$ cat src/rtl/wb_tag_pipeline_if.sv
// wb_tag_pipeline_if
//   Bundles the decode-side inputs and the ID/EX, EX/MEM, MEM/WB tag outputs
//   of the destination-tag pipeline.
//   master : decode/forwarding side (drives decode fields, reads tags/stall)
//   slave  : the tag pipeline itself
//   Decode inputs : IF_ID_Valid, IF_ID_RegisterRs/Rt/Rd, ID_RegWrite,
//                   ID_MemRead, ID_RegDst, ID_Link, ID_UsesRt, Flush
//   Tag outputs   : ID_EX_*, EX_MEM_*, MEM_WB_*, Stall, StallCount
interface wb_tag_pipeline_if #(
    parameter int CNT_W = 16
);
    logic             IF_ID_Valid;
    logic [4:0]       IF_ID_RegisterRs;
    logic [4:0]       IF_ID_RegisterRt;
    logic [4:0]       IF_ID_RegisterRd;
    logic             ID_RegWrite;
    logic             ID_MemRead;
    logic             ID_RegDst;
    logic             ID_Link;
    logic             ID_UsesRt;
    logic             Flush;

    logic [4:0]       ID_EX_RegisterRs;
    logic [4:0]       ID_EX_RegisterRt;
    logic             ID_EX_RegWrite;
    logic             ID_EX_MemRead;
    logic [4:0]       ID_EX_RegisterRd;
    logic             EX_MEM_RegWrite;
    logic             EX_MEM_MemRead;
    logic [4:0]       EX_MEM_RegisterRd;
    logic             MEM_WB_RegWrite;
    logic [4:0]       MEM_WB_RegisterRd;
    logic             Stall;
    logic [CNT_W-1:0] StallCount;

    modport master (
        output IF_ID_Valid, IF_ID_RegisterRs, IF_ID_RegisterRt, IF_ID_RegisterRd,
               ID_RegWrite, ID_MemRead, ID_RegDst, ID_Link, ID_UsesRt, Flush,
        input  ID_EX_RegisterRs, ID_EX_RegisterRt, ID_EX_RegWrite, ID_EX_MemRead,
               ID_EX_RegisterRd, EX_MEM_RegWrite, EX_MEM_MemRead, EX_MEM_RegisterRd,
               MEM_WB_RegWrite, MEM_WB_RegisterRd, Stall, StallCount
    );

    modport slave (
        input  IF_ID_Valid, IF_ID_RegisterRs, IF_ID_RegisterRt, IF_ID_RegisterRd,
               ID_RegWrite, ID_MemRead, ID_RegDst, ID_Link, ID_UsesRt, Flush,
        output ID_EX_RegisterRs, ID_EX_RegisterRt, ID_EX_RegWrite, ID_EX_MemRead,
               ID_EX_RegisterRd, EX_MEM_RegWrite, EX_MEM_MemRead, EX_MEM_RegisterRd,
               MEM_WB_RegWrite, MEM_WB_RegisterRd, Stall, StallCount
    );
endinterface

$ cat src/rtl/wb_tag_pipeline.sv
// wb_tag_pipeline
//   Destination-tag pipeline and load-use hazard detector. Captures the
//   decoded source/destination register numbers into ID/EX, carries the
//   destination tag through EX/MEM and MEM/WB, and raises a combinational
//   Stall when a load in EX feeds the instruction in decode.
//   clk   : pipeline clock, rising edge
//   reset : synchronous active-high, clears every stage and the counter
//   bus   : wb_tag_pipeline_if.slave (decode inputs, tag outputs, Stall,
//           StallCount)
module wb_tag_pipeline #(
    parameter int CNT_W = 16
) (
    input  logic             clk,
    input  logic             reset,
    wb_tag_pipeline_if.slave bus
);

    logic [4:0]       id_ex_rs;
    logic [4:0]       id_ex_rt;
    logic [4:0]       id_ex_rd;
    logic             id_ex_rw;
    logic             id_ex_mr;
    logic [4:0]       ex_mem_rd;
    logic             ex_mem_rw;
    logic             ex_mem_mr;
    logic [4:0]       mem_wb_rd;
    logic             mem_wb_rw;
    logic [CNT_W-1:0] stall_count;

    logic             stall;
    logic             bubble;
    logic [4:0]       dec_dest;

    // Destination tag of the decoded instruction. A non-writing instruction
    // carries tag 0 so the forwarding unit can treat 0 as "no write".
    function automatic logic [4:0] dest_sel(
        input logic       regwrite,
        input logic       link,
        input logic       regdst,
        input logic [4:0] rt,
        input logic [4:0] rd
    );
        if (!regwrite) return 5'd0;
        if (link)      return 5'd31;
        return regdst ? rd : rt;
    endfunction

    // Counter holds at all-ones instead of wrapping.
    function automatic logic [CNT_W-1:0] sat_inc(input logic [CNT_W-1:0] c);
        return (&c) ? c : c + CNT_W'(1);
    endfunction

    always_comb begin
        stall = 1'b0;
        if (bus.IF_ID_Valid && !bus.Flush && id_ex_mr && (id_ex_rd != 5'd0)) begin
            if ((id_ex_rd == bus.IF_ID_RegisterRs) ||
                (bus.ID_UsesRt && (id_ex_rd == bus.IF_ID_RegisterRt))) begin
                stall = 1'b1;
            end
        end
    end

    // A flushed, stalled or empty decode slot enters EX as an all-zero bubble;
    // the stalled instruction itself stays in IF/ID and is re-presented.
    assign bubble   = bus.Flush || stall || !bus.IF_ID_Valid;
    assign dec_dest = dest_sel(bus.ID_RegWrite, bus.ID_Link, bus.ID_RegDst,
                               bus.IF_ID_RegisterRt, bus.IF_ID_RegisterRd);

    // ---- ID -> EX boundary ----
    always_ff @(posedge clk) begin
        if (reset) begin
            id_ex_rs <= 5'd0;
            id_ex_rt <= 5'd0;
            id_ex_rd <= 5'd0;
            id_ex_rw <= 1'b0;
            id_ex_mr <= 1'b0;
        end else if (bubble) begin
            id_ex_rs <= 5'd0;
            id_ex_rt <= 5'd0;
            id_ex_rd <= 5'd0;
            id_ex_rw <= 1'b0;
            id_ex_mr <= 1'b0;
        end else begin
            id_ex_rs <= bus.IF_ID_RegisterRs;
            id_ex_rt <= bus.IF_ID_RegisterRt;
            id_ex_rd <= dec_dest;
            id_ex_rw <= bus.ID_RegWrite;
            id_ex_mr <= bus.ID_MemRead;
        end
    end

    // ---- EX -> MEM and MEM -> WB boundaries (never frozen by Stall) ----
    always_ff @(posedge clk) begin
        if (reset) begin
            ex_mem_rd <= 5'd0;
            ex_mem_rw <= 1'b0;
            ex_mem_mr <= 1'b0;
            mem_wb_rd <= 5'd0;
            mem_wb_rw <= 1'b0;
        end else begin
            ex_mem_rd <= id_ex_rd;
            ex_mem_rw <= id_ex_rw;
            ex_mem_mr <= id_ex_mr;
            mem_wb_rd <= ex_mem_rd;
            mem_wb_rw <= ex_mem_rw;
        end
    end

    always_ff @(posedge clk) begin
        if (reset) begin
            stall_count <= '0;
        end else if (stall) begin
            stall_count <= sat_inc(stall_count);
        end
    end

    assign bus.ID_EX_RegisterRs  = id_ex_rs;
    assign bus.ID_EX_RegisterRt  = id_ex_rt;
    assign bus.ID_EX_RegisterRd  = id_ex_rd;
    assign bus.ID_EX_RegWrite    = id_ex_rw;
    assign bus.ID_EX_MemRead     = id_ex_mr;
    assign bus.EX_MEM_RegisterRd = ex_mem_rd;
    assign bus.EX_MEM_RegWrite   = ex_mem_rw;
    assign bus.EX_MEM_MemRead    = ex_mem_mr;
    assign bus.MEM_WB_RegisterRd = mem_wb_rd;
    assign bus.MEM_WB_RegWrite   = mem_wb_rw;
    assign bus.Stall             = stall;
    assign bus.StallCount        = stall_count;

endmodule

$ cat src/flat_wrapper.sv
// flat-port wrapper written by rule: the top's interface ports become plain ports
module wb_tag_pipeline_flat 
#(
    parameter int CNT_W = 16
)
  (clk, reset, bus_IF_ID_Valid, bus_IF_ID_RegisterRs, bus_IF_ID_RegisterRt, bus_IF_ID_RegisterRd, bus_ID_RegWrite, bus_ID_MemRead, bus_ID_RegDst, bus_ID_Link, bus_ID_UsesRt, bus_Flush, bus_ID_EX_RegisterRs, bus_ID_EX_RegisterRt, bus_ID_EX_RegWrite, bus_ID_EX_MemRead, bus_ID_EX_RegisterRd, bus_EX_MEM_RegWrite, bus_EX_MEM_MemRead, bus_EX_MEM_RegisterRd, bus_MEM_WB_RegWrite, bus_MEM_WB_RegisterRd, bus_Stall, bus_StallCount);
  wb_tag_pipeline_if #(.CNT_W(CNT_W)) bus_i ();
  input  logic clk;
  input  logic reset;
  input wire logic [$bits(bus_i.IF_ID_Valid)-1:0] bus_IF_ID_Valid;
  input wire logic [$bits(bus_i.IF_ID_RegisterRs)-1:0] bus_IF_ID_RegisterRs;
  input wire logic [$bits(bus_i.IF_ID_RegisterRt)-1:0] bus_IF_ID_RegisterRt;
  input wire logic [$bits(bus_i.IF_ID_RegisterRd)-1:0] bus_IF_ID_RegisterRd;
  input wire logic [$bits(bus_i.ID_RegWrite)-1:0] bus_ID_RegWrite;
  input wire logic [$bits(bus_i.ID_MemRead)-1:0] bus_ID_MemRead;
  input wire logic [$bits(bus_i.ID_RegDst)-1:0] bus_ID_RegDst;
  input wire logic [$bits(bus_i.ID_Link)-1:0] bus_ID_Link;
  input wire logic [$bits(bus_i.ID_UsesRt)-1:0] bus_ID_UsesRt;
  input wire logic [$bits(bus_i.Flush)-1:0] bus_Flush;
  output wire logic [$bits(bus_i.ID_EX_RegisterRs)-1:0] bus_ID_EX_RegisterRs;
  output wire logic [$bits(bus_i.ID_EX_RegisterRt)-1:0] bus_ID_EX_RegisterRt;
  output wire logic [$bits(bus_i.ID_EX_RegWrite)-1:0] bus_ID_EX_RegWrite;
  output wire logic [$bits(bus_i.ID_EX_MemRead)-1:0] bus_ID_EX_MemRead;
  output wire logic [$bits(bus_i.ID_EX_RegisterRd)-1:0] bus_ID_EX_RegisterRd;
  output wire logic [$bits(bus_i.EX_MEM_RegWrite)-1:0] bus_EX_MEM_RegWrite;
  output wire logic [$bits(bus_i.EX_MEM_MemRead)-1:0] bus_EX_MEM_MemRead;
  output wire logic [$bits(bus_i.EX_MEM_RegisterRd)-1:0] bus_EX_MEM_RegisterRd;
  output wire logic [$bits(bus_i.MEM_WB_RegWrite)-1:0] bus_MEM_WB_RegWrite;
  output wire logic [$bits(bus_i.MEM_WB_RegisterRd)-1:0] bus_MEM_WB_RegisterRd;
  output wire logic [$bits(bus_i.Stall)-1:0] bus_Stall;
  output wire logic [$bits(bus_i.StallCount)-1:0] bus_StallCount;
  assign bus_i.IF_ID_Valid = bus_IF_ID_Valid;
  assign bus_i.IF_ID_RegisterRs = bus_IF_ID_RegisterRs;
  assign bus_i.IF_ID_RegisterRt = bus_IF_ID_RegisterRt;
  assign bus_i.IF_ID_RegisterRd = bus_IF_ID_RegisterRd;
  assign bus_i.ID_RegWrite = bus_ID_RegWrite;
  assign bus_i.ID_MemRead = bus_ID_MemRead;
  assign bus_i.ID_RegDst = bus_ID_RegDst;
  assign bus_i.ID_Link = bus_ID_Link;
  assign bus_i.ID_UsesRt = bus_ID_UsesRt;
  assign bus_i.Flush = bus_Flush;
  assign bus_ID_EX_RegisterRs = bus_i.ID_EX_RegisterRs;
  assign bus_ID_EX_RegisterRt = bus_i.ID_EX_RegisterRt;
  assign bus_ID_EX_RegWrite = bus_i.ID_EX_RegWrite;
  assign bus_ID_EX_MemRead = bus_i.ID_EX_MemRead;
  assign bus_ID_EX_RegisterRd = bus_i.ID_EX_RegisterRd;
  assign bus_EX_MEM_RegWrite = bus_i.EX_MEM_RegWrite;
  assign bus_EX_MEM_MemRead = bus_i.EX_MEM_MemRead;
  assign bus_EX_MEM_RegisterRd = bus_i.EX_MEM_RegisterRd;
  assign bus_MEM_WB_RegWrite = bus_i.MEM_WB_RegWrite;
  assign bus_MEM_WB_RegisterRd = bus_i.MEM_WB_RegisterRd;
  assign bus_Stall = bus_i.Stall;
  assign bus_StallCount = bus_i.StallCount;
  wb_tag_pipeline #(.CNT_W(CNT_W)) u_core (.clk(clk), .reset(reset), .bus(bus_i));
endmodule
$ cat config.mk
export PLATFORM = sky130hd
export DESIGN_NAME = wb_tag_pipeline_flat
export DESIGN_NICKNAME = d
export VERILOG_FILES = /design/src/rtl/wb_tag_pipeline_if.sv /design/src/rtl/wb_tag_pipeline.sv /design/src/flat_wrapper.sv
export SDC_FILE = /design/constraint.sdc
export NUM_CORES = 1
export LEC_CHECK = 0
export CORE_UTILIZATION = 45
export CTS_CLUSTER_DIAMETER = 100
export DETAILED_ROUTE_END_ITERATION = 10
export DONT_BUFFER_PORTS = 1
export GPL_TIMING_DRIVEN = 1
export PLACE_DENSITY = 0.7
export SLEW_MARGIN = 20
export SYNTH_ARGS = -nofsm -noshare
export SYNTH_HDL_FRONTEND = slang
export SYNTH_SLANG_ARGS = --single-unit
$ cat constraint.sdc
create_clock -name clk -period 2.1 [get_ports clk]
set_input_delay 0.315 -clock clk [delete_from_list [all_inputs] [get_ports clk]]
set_output_delay 0.315 -clock clk [all_outputs]
set_load 0.02 [all_outputs]
== Word-level counts from Yosys, hierarchy flattened ==
Index checks and enable logic that the tools add are counted.
W data, S select, Z words.
Storage, ports and cells
  word-level logic and storage cells: 37
  output and inout bits: 47
  register bits: 46
  input port bits: 24
Cells by class
  equality and inequality tests: 2
  reduce and logical (&&, ||, !) cells: 13
  $add $sub $neg: 1
  bitwise logic cells: 1
  mux-type cells: 9
Operators by type and width (number)
  $mux W5: 5
  $add A16 B1 Y16 const B: 1
  $reduce_and A16 Y1: 1
  $eq A5 B5 Y1: 2
  $reduce_bool A5 Y1: 1
  $logic_and A1 B1 Y1: 4
  $mux W1: 4
  $logic_or A1 B1 Y1: 3
  $logic_not A1 Y1: 2
  $reduce_and A2 Y1: 1
  $reduce_or A2 Y1: 1
  $not A1 Y1: 1

== Longest topological paths before layout ==
Gate-level depths: netlist (run 1).
  depth in word-level cells: 8
  depth in mapped cells: 6
  gate-level depth less buffers: 6

== Least setup slack after synthesis (run 1) ==
OpenSTA, ideal clock, no wires.
  path kind: register to register
  start: register u_core.id_ex_rd[3] (netlist: u_core.bus.ID_EX_RegisterRd[3])
  end: register u_core.stall_count[13] (netlist: u_core.bus.StallCount[13])
  arrival: 1.784 ns
  setup time: 0.121 ns
  buffers on the path: 1
  required time: 1.979 ns
  path slack: 0.195 ns
  stages on the path, launching flop included: 7
  clock period less this slack: 1.905 ns
  path through: dfxtp_1 xnor2_1 nand4_1 o22a_1 buf_6 nor4b_1 mux2_2
On the way
  longest elaborated chain between the ends: 6
  elaborated cells between the ends (all ways): 9
  those cells by class: eq/ne: 2; mux: 2; reduce/logical: 5
RTL lines
  start: declaration: line wb_tag_pipeline.sv:20  | logic [4:0] id_ex_rd;
  start signal: assignment: line wb_tag_pipeline.sv:86  | id_ex_rd <= dec_dest;
  $eq A5 B5 Y1: line wb_tag_pipeline.sv:57  | (bus.ID_UsesRt && (id_ex_rd == bus.IF_ID_RegisterRt))) begin
  $logic_and A1 B1 Y1: line wb_tag_pipeline.sv:57
  $logic_or A1 B1 Y1: line wb_tag_pipeline.sv:56  | if ((id_ex_rd == bus.IF_ID_RegisterRs) ||
  $mux W1: line wb_tag_pipeline.sv:56
  $mux W1 (*): line wb_tag_pipeline.sv:55  | if (bus.IF_ID_Valid && !bus.Flush && id_ex_mr && (id_ex_rd != 5'd0)) begin
  $reduce_and A2 Y1 (no line) (*)
  end signal: assignment: line wb_tag_pipeline.sv:113  | stall_count <= sat_inc(stall_count);
  end: declaration: line wb_tag_pipeline.sv:28  | logic [CNT_W-1:0] stall_count;
Mark *: on every way between the ends. The rest lies on a longest branch, timed or not.
A chain may end at the register's enable or synchronous reset.

== Worst setup path after layout (run 1) ==
  start: register u_core.id_ex_rd[3] (netlist: u_core.bus.ID_EX_RegisterRd[3])
  end: register u_core.stall_count[6] (netlist: u_core.bus.StallCount[6])
The elaborated chain is that of the path after synthesis.

==> flow_summary.yaml, run 1 <==
placement:
  dp.final_hpwl_mm: 2.89
  globalplace.congestion: 0.810
  preCtsSetupSlack_ns: 0.0610
  port-buffer-count: 0
  dpl_cell_area_um2: 2090
  post-place-cells: 264
detailed_routing:
  drt.antenna.violating_nets: 0
  drc: 0
  totalWireLength_mm: 4.06
  initial_drt_markers: 55
  vias: 1477
  detail_route.vias_per_cell: 5.43
  post_drt_wl_per_cell_um: 14.9
  detail_route.first_pass.iterations: 4
sta:
  min_period_over_period_pct: 93.1
  fin_worst_skew_ns: 0.00426
  final_setup_violations: 0
  worst_slew_margin_rel_pct: 68.7
  setup_tns_final_ns: 0
  hold_violations: 0
  rsz0062_at_grt: "false"
  max_slew.worst_pin.slew_ns: 0.465
  final.hold.worst_slack_ns: 0.0689
  layout_min_cycle_time_ns: 1.96
  max_freq_mhz: 511
  timing.final.max_slew_violations: 0
  timing.final.ws_setup_ns: 0.144
global_routing:
  global_route_wire_length_before_repair_mm: 6.36
  first_global_vias: 1361
  grt_start_max_net_pins: 36
  globalRouteTotalUtil_pct: 19.0
  globalRouteOverflowTotal: 0
  grt_antenna_before_repair: 0
clock_network:
  cts.path.max_buffers: 2
  cts_tree: "yes"
  clockRootBuffer: "clkbuf_8"
  cts_hold_buf: 0
  cts.reportedPaths.clkPinSlew_ns: 0.09
  post_cts_buffers: 0
  htree_num_levels: 2
  clock_sink_count: 46
  clk_latency_ns: 0.30
  cts-buffers-inserted: 5
critical_path:
  worstRegToRegCells: 5
  crit_path_max_delay_cell_type: "dfxtp_1"
  timing_worst_setup_path_type: "reg2reg"
  crit_required_ns: 2.30
  critPathArrivalTime_ns: 2.16
  critical_path.startpoint_type: "register"
  worst_path_cell_chain: "xnor2_1, nand4_1, o22a_2, nor4_1, mux2_2"
  highest_fanout_seen_on_the_critical_path: 21
  setup.worst_path.end_class: "register"
  worstReg2RegEnd: "u_core.bus.StallCount[6]"
  r2r_start: "u_core.bus.ID_EX_RegisterRd[3]"
  crit_start: "u_core.bus.ID_EX_RegisterRd[3]"
  flop2flop_setup_slack_ns: 0.14
  crit_path_max_incr_delay_ns: 0.45
cells_and_area:
  flow.area_growth_from_synthesis_pct: 16.7
  final_cell_count_no_fill: 272
  antenna-diode-count: 0
  fin_area_um2: 2210
  drive_above_1_share_pct: 18.9
  design.final.nets: 246
  layout.core_utilization_pct: 54.8
min_path:
  worstHoldPathCells: 1
  hold_path.startpoint: "reset"
  worstHoldEndpoint: "u_core.bus.EX_MEM_RegWrite"
  worst_hold_path_type: "in2reg"
die:
  ioPinCount: 71
  die_h_um: 66.8
  start_util_pct: 47.0
  core_area_um2: 4030
  die-area_um2: 4470
  die_w_um: 66.8
  num_rows: 23
logic_synthesis:
  syn-num-nets: 225
  synth.lib_cells_used.distinct: 35
  netlist_area_um2: 1890
  post_synthesis_cell_count: 200
  synth_async_sr_flop_share_pct: 0
  synth-edff-count: 0
  synth.yosys.seq_area_share_pct: 48.7
  synthFlopType: "dfxtp_1"
  syn-mean-instance-area_um2: 9.46
  postSynthRegisterBits: 46
  synth-warning-count: 0
flow_run:
  maxCapViolCount: 0
pwr:
  p_total_mw: 1.63
  cellLeakagePower_nw: 0.825
  power_density_nw_per_um2: 737
  power.ir.vdd_worst_mv: 0.375
run_status:
  status: "finished clean"
## report_power, final
| group | total [mW] | internal [mW] | switching (mW) |
|---|---|---|---|
| Combinational | 0.0606 | 0.0314 | 0.0292 |
| Sequential | 0.901 | 0.883 | 0.0179 |
| Clock | 0.667 | 0.357 | 0.310 |
| Total | 1.63 | 1.27 | 0.357 |
## registers in the layout (all words and copies together) (netlist names)
name and cells:
u_core.bus.StallCount 16, u_core.bus.EX_MEM_RegisterRd 5, u_core.bus.ID_EX_RegisterRd 5, u_core.bus.ID_EX_RegisterRs 5, u_core.bus.ID_EX_RegisterRt 5, u_core.bus.MEM_WB_RegisterRd 5
u_core.bus.EX_MEM_MemRead 1, u_core.bus.EX_MEM_RegWrite 1, u_core.bus.ID_EX_MemRead 1, u_core.bus.ID_EX_RegWrite 1, u_core.bus.MEM_WB_RegWrite 1
## per-layer routing
layer  wire [um]  track usage (%)
met3         328             7.88
met5           0                0
met1        1760             23.9
met4          54             6.91
met2        1920             28.9
## how the worst max path moves through the flow
stage,end,slack [ns],cells after the start
floorplan,u_core.bus.StallCount[13],0.19,6
global placement,u_core.bus.StallCount[13],0.12,5
detailed placement,u_core.bus.StallCount[13],0.06,5
CTS,u_core.bus.StallCount[6],0.04,5
global route,u_core.bus.StallCount[15],0.009,5
finish,u_core.bus.StallCount[6],0.14,5
## cells by family after synthesis
| family | Yosys count | share of synthesized area, % |
|---|---|---|
| buffers and inverters | 14 | 3.31 |
| adder cells (fa/ha/maj) | 1 | 0.661 |
| multiplexers | 7 | 4.10 |
| flip-flops | 46 | 48.7 |
| XOR/XNOR | 10 | 4.63 |
| AND/OR/NAND/NOR | 93 | 28.4 |
| AO/OA/AOI/OAI | 29 | 10.3 |
## critical path, delay by kind of cell, from the launching register on
family,cells,cell delay [ns]
XOR/XNOR,1,0.15
AND/OR/NAND/NOR,2,0.51
AO/OA/AOI/OAI,1,0.38
flip-flops,1,0.45
multiplexers,1,0.37
## synth_stat cells (2+ instances only)
cell	count	area share, %
a211oi_1	5	2.0
a21oi_1	10	2.6
and2_1	12	4.0
buf_2	2	0.53
clkbuf_1	5	0.99
dfxtp_1	46	49
inv_1	5	0.99
mux2_2	6	3.6
nand2_1	7	1.4
nand3_1	9	2.4
nand3b_1	2	0.79
nand4_1	5	1.7
nor2_1	14	2.8
nor2b_1	24	7.9
nor3_1	2	0.53
nor4_1	5	1.7
o31ai_1	8	3.2
or4_1	7	2.8
xnor2_1	10	4.6
## what timing repair did
action                                  in CTS  in global routing
endpoints found under the hold margin        0                  0
gates resized for setup                      0                  2
endpoints found under the setup margin       0                  8
## layout by cell type, fill, tap and decap left out, types with 2 or more instances in the layout
| master | instances |
|---|---|
| nand2_1 | 7 |
| clkbuf_8 | 5 |
| mux2_2 | 6 |
| a211oi_1 | 5 |
| nor2b_1 | 24 |
| nor4_1 | 5 |
| a21oi_1 | 10 |
| nand4_1 | 5 |
| and2_1 | 12 |
| nand3_1 | 9 |
| nand3b_1 | 2 |
| dfxtp_1 | 46 |
| xnor2_1 | 10 |
| nor3_1 | 2 |
| nor2_1 | 14 |
| or4_1 | 7 |
| buf_4 | 23 |
| o31ai_1 | 7 |
| inv_1 | 5 |
## final cells by class
class	count	area (um^2)
clock buffers	5	68.8
clock inverters	3	43.8
fillers	369	1820
inverters	5	18.8
multi-input cells	140	921
flip-flops and latches	46	921
well taps	50	62.6
repair buffers	23	173
Note: power is estimated with default switching activity, not from simulation.
==> run 2: changes to the inputs <==
==> constraint.sdc (replaced) <==
create_clock -name clk -period 2.1 [get_ports clk]
set_input_delay 0.315 -clock clk [delete_from_list [all_inputs] [get_ports clk]]
set_output_delay 0.315 -clock clk [all_outputs]
set_load 0.1 [all_outputs]
==> run 2 against run 1 <==
Against the previous run:
- clock power down 19%
- global-route usage up 0.63 points
- die area unchanged
- sequential power down 2.2%
- worst setup slack worse by 0.079 ns
- power down 3.2%
- sequential share of layout area down 2.6 points
- core utilization up 6.5 points
- worst hold slack better by 0.0017 ns
- routed wire length up 2.8%
- critical path depth unchanged
==> flow_summary.yaml, run 2 (synthesized netlist as in run 1, its figures left out) <==
cells_and_area:
  fin_area_um2: 2470
  layout.area.seq_um2: 966
  design.final.nets: 277
  layout.core_utilization_pct: 61.3
  drive_above_1_share_pct: 37.9
  largest_reg_flops: 16
  flow.area_growth_from_synthesis_pct: 30.5
  most_common_cell_after_layout_fill_and_taps_aside: "buf_4"
  fillCellCount: 335
  mostFrequentLayoutCells: "buf_4, nor2b_1, dfxtp_1, dfxtp_2, nor2_1"
  antenna-diode-count: 0
  multi_input_area_um2: 922
sta:
  final_setup_violations: 0
  hold_violations: 0
  fin_worst_skew_ns: 0.00312
  min_period_over_period_pct: 96.9
  final.hold.worst_slack_ns: 0.0706
  timing.final.ws_setup_ns: 0.0653
  max_freq_mhz: 491
  max_slew.worst_pin.slew_ns: 0.470
  timing.final.max_slew_violations: 0
  worst_slew_margin_rel_pct: 68.4
  layout_min_cycle_time_ns: 2.03
clock_network:
  clock_sink_count: 46
  cts.reportedPaths.clkPinSlew_ns: 0.09
  htree_num_levels: 2
  cts_tree: "yes"
  cts.path.max_buffers: 2
  clockRootBuffer: "clkbuf_8"
  clk_latency_ns: 0.30
  post_cts_buffers: 0
  cts-buffers-inserted: 5
detailed_routing:
  post_drt_wl_per_cell_um: 13.8
  initial_drt_markers: 99
  met2_length_mm: 2.03
  dr_wl_met3_um: 279
  detail_route.first_pass.iterations: 4
  vias: 1570
  drc: 0
  drt.antenna.violating_nets: 0
  highest_layer: "met4"
  wl_met1_mm: 1.81
  detail_route.vias_per_cell: 5.18
  totalWireLength_mm: 4.17
global_routing:
  first_global_vias: 1424
  global_route_wire_length_before_repair_mm: 6.47
  grt_antenna_before_repair: 0
  globalRouteTotalUtil_pct: 19.7
  globalRouteOverflowTotal: 0
  grt_start_max_net_pins: 36
die:
  die-area_um2: 4470
  die_h_um: 66.8
  start_util_pct: 47.0
  die_w_um: 66.8
  core_area_um2: 4030
  num_rows: 23
  ioPinCount: 71
pwr:
  p_total_mw: 1.58
  power_density_nw_per_um2: 638
  cellLeakagePower_nw: 0.991
  power.ir.vdd_worst_mv: 0.562
critical_path:
  flop2flop_setup_slack_ns: 0.15
  worstRegToRegCells: 5
  r2r_start: "u_core.bus.ID_EX_RegisterRd[4]"
  worstReg2RegEnd: "u_core.bus.StallCount[13]"
  highest_fanout_seen_on_the_critical_path: 5
  crit_required_ns: 1.78
  worst_setup_path_endpoint: "bus_Stall"
  timing_worst_setup_path_type: "reg2out"
  crit_start: "u_core.bus.ID_EX_RegisterRd[4]"
  setup.worst_path.end_class: "primary output"
  critPathArrivalTime_ns: 1.72
  critical_path.startpoint_type: "register"
min_path:
  worst_hold_path_type: "in2reg"
placement:
  globalplace.congestion: 0.734
  dpl_cell_area_um2: 2370
  preCtsSetupSlack_ns: 0.136
  port-buffer-count: 0
  dp.final_hpwl_mm: 3.08
run_status:
  status: "finished clean"
flow_run:
  maxCapViolCount: 0
[run 2: changes by cell type in the layout (fill, tap and decap cells not counted), sizes merged]
cell and delta:
clkinv +1, bufinv -1, inv -1, clkinvlp +1, buf +31
[run 2: what timing repair did]
item	4_1_cts	5_1_grt
endpoints found under the setup margin	1	4
gates cloned	0	0
resized for setup	1	2
hold buffers	0	0
[run 2: metal layers]
metal	GRT usage (%)	vias to the layer above
met5	0	-
met4	7.98	0
met3	7.02	6
met2	32.1	47
met1	23.2	706
li1	-	811
[run 2: worst min-delay path by stage]
| stage | from | end | slack, ns | cells past startpoint |
|---|---|---|---|---|
| 6_report | reset | u_core.bus.StallCount[4] | 0.07 | 1 |
| 3_5_place_dp | reset | u_core.bus.StallCount[3] | 0.38 | 1 |
| 4_1_cts | reset | u_core.bus.StallCount[11] | 0.06 | 1 |
| 3_3_place_gp | reset | u_core.bus.StallCount[8] | 0.38 | 1 |
| 5_1_grt | reset | u_core.bus.EX_MEM_RegisterRd[2] | 0.05 | 1 |
| 2_1_floorplan | bus_ID_Link | u_core.bus.ID_EX_RegisterRd[0] | 0.43 | 2 |
[run 2: worst max-delay path, cell delays in order, from the launching register on]
cell and delay [ns]:
dfxtp_4 0.37, xnor2_1 0.20, nand3_1 0.15, o22ai_2 0.27, and2_2 0.20, buf_6 0.22
[run 2: cell type report]
type / count / area share, %
timing repair buffer: 54 / 16.6
clock buffer: 5 / 2.79
inverter: 5 / 0.760
tap: 50 / 2.53
sequential: 46 / 39.1
clock inverter: 3 / 0.862
multi-input combinational: 140 / 37.4
[run 2: report_power, final]
group,leakage [nW],total (mW),internal [mW],switching (mW)
clock network,0.0441,0.540,0.234,0.306
registers,0.385,0.881,0.875,0.00568
logic,0.561,0.155,0.0423,0.112
total,0.991,1.58,1.15,0.424
[run 2: through the flow]
| stage | std cells | setup TNS (ns) |
|---|---|---|
| global placement | 295 | 0 |
| floorplan | 200 | 0 |
| detailed placement | 295 | 0 |
| CTS | 303 | 0 |
| global route | 303 | -0.0255 |
| finish | 303 | 0 |
==> run 3: changes to the inputs <==
Settings changed: CORE_UTILIZATION 45 to 37, PLACE_DENSITY 0.7 to 0.61, SLEW_MARGIN 20 to not set.
==> run 3 against run 2 <==
Against the previous run:
- sequential cell count unchanged
- core utilization fell by 9.5 points
- worst hold slack gained 0.0072 ns
- global-route usage decreased by 3.8 points
- final cell count up 4.6%
- power grew 3.1%
- clock skew barely moved
- critical path depth unchanged
==> flow_summary.yaml, run 3 (synthesized netlist as in run 1, its figures left out) <==
cells_and_area:
  fillCellCount: 492
  flow.area_growth_from_synthesis_pct: 31.9
  mostFrequentLayoutCells: "buf_4, nor2b_1, dfxtp_1, dfxtp_2, nor2_1"
  fin_area_um2: 2500
  design.final.nets: 274
  antenna-diode-count: 0
  most_common_cell_after_layout_fill_and_taps_aside: "buf_4"
  largest_reg_flops: 16
  drive_above_1_share_pct: 37.2
die:
  core_area_um2: 4820
  die-area_um2: 5400
  die_h_um: 73.5
  start_util_pct: 39.3
  ioPinCount: 71
  num_rows: 25
  die_w_um: 73.5
pwr:
  power.ir.vdd_worst_mv: 0.280
  p_total_mw: 1.62
  power_density_nw_per_um2: 651
  cellLeakagePower_nw: 0.984
critical_path:
  critPathArrivalTime_ns: 1.65
  cp.buffers_inverters: 1
  setup.worst_path.end_class: "primary output"
  timing_worst_setup_path_type: "reg2out"
  crit_path_max_delay_cell_type: "dfxtp_4"
  crit_required_ns: 1.78
  highest_fanout_seen_on_the_critical_path: 5
  worst_path_cell_chain: "xnor2_1, nand3_1, o22ai_1, and2_2, buf_12"
  critical-path-top-delay-family: "flip-flops"
  crit_path_max_incr_delay_ns: 0.37
  critical_path.startpoint_type: "register"
sta:
  worst_slew_margin_rel_pct: 75.8
  final.hold.worst_slack_ns: 0.0778
  setup_tns_final_ns: 0
  timing.final.max_slew_violations: 0
  fin_worst_skew_ns: 0.00332
  min_period_over_period_pct: 93.4
  hold_violations: 0
  final_setup_violations: 0
  rsz0062_at_grt: "false"
  max_slew.worst_pin.slew_ns: 0.362
  timing.final.ws_setup_ns: 0.139
  max_freq_mhz: 510
  layout_min_cycle_time_ns: 1.96
detailed_routing:
  dr_wl_met3_um: 312
  detail_route.first_pass.iterations: 4
  totalWireLength_mm: 4.06
  initial_drt_markers: 59
  vias: 1596
  met2_length_mm: 1.89
  detail_route.vias_per_cell: 5.03
  drc: 0
  drt.antenna.violating_nets: 0
  wl_met1_mm: 1.78
  highest_layer: "met4"
  post_drt_wl_per_cell_um: 12.8
placement:
  port-buffer-count: 0
  dpl_cell_area_um2: 2380
  dp.final_hpwl_mm: 3.12
  globalplace.congestion: 0.796
  preCtsSetupSlack_ns: 0.108
clock_network:
  htree_num_levels: 2
  post_cts_buffers: 0
  cts.path.max_buffers: 2
  cts.reportedPaths.clkPinSlew_ns: 0.08
  clock_sink_count: 46
  cts-buffers-inserted: 5
  clockRootBuffer: "clkbuf_8"
  cts_hold_buf: 0
  clk_latency_ns: 0.29
  cts_tree: "yes"
global_routing:
  grt_start_max_net_pins: 36
  first_global_vias: 1453
  globalRouteOverflowTotal: 0
  global_route_wire_length_before_repair_mm: 6.52
  globalRouteTotalUtil_pct: 15.8
  grt_antenna_before_repair: 0
run_status:
  status: "finished clean"
flow_run:
  maxCapViolCount: 0
min_path:
  worst_hold_path_type: "in2reg"
[run 3: what timing repair did]
action	CTS	global route
resized for setup	0	3
endpoints found under the setup margin	0	6
endpoints found under the hold margin	0	0
[run 3: layer usage]
metal / GRT usage (%) / up-vias
met5: 0 / -
met3: 6.58 / 6
met2: 24.5 / 49
met4: 7.05 / 0
met1: 19.2 / 739
li1: - / 802
[run 3: path summary, 6_finish.rpt]
kind / to / slack [ns] / start / cells after the start
setup / recovery: bus_Stall / 0.14 / u_core.bus.ID_EX_RegisterRd[4] / 5
hold / removal: u_core.bus.StallCount[14] / 0.08 / reset / 1
setup reg to reg: u_core.bus.StallCount[5] / 0.22 / u_core.bus.ID_EX_RegisterRd[4] / 5
hold reg to reg: u_core.bus.StallCount[8] / 0.50 / u_core.bus.StallCount[8] / 2
[run 3: stage by stage]
stage,instances,utilization [%]
floorplan,200,-
global placement,309,49.4
detailed placement,309,49.4
CTS,317,51.6
global route,317,51.8
finish,317,51.8
[run 3: power breakdown]
| group | total (mW) | switching (mW) | internal [mW] |
|---|---|---|---|
| logic | 0.151 | 0.110 | 0.0410 |
| registers | 0.881 | 0.00564 | 0.875 |
| clock network | 0.592 | 0.285 | 0.307 |
| total | 1.62 | 0.401 | 1.22 |
[run 3: area by class of cell]
| cell class | instances | area, um^2 | share of cell area [%] |
|---|---|---|---|
| clock buffers | 7 | 97.6 | 3.91 |
| clock inverters | 1 | 7.51 | 0.301 |
| inverters | 5 | 18.8 | 0.752 |
| multi-input cells | 140 | 927 | 37.1 |
| flip-flops and latches | 46 | 966 | 38.7 |
| well taps | 67 | 83.8 | 3.36 |
| repair buffers | 51 | 395 | 15.8 |
[run 3: worst reg2reg max path, stage by stage (launching register included)]
cell and delay (ns):
dfxtp_4 0.37, xnor2_1 0.16, nand3_1 0.11, o22a_2 0.38, nor4_1 0.38, mux2_2 0.37
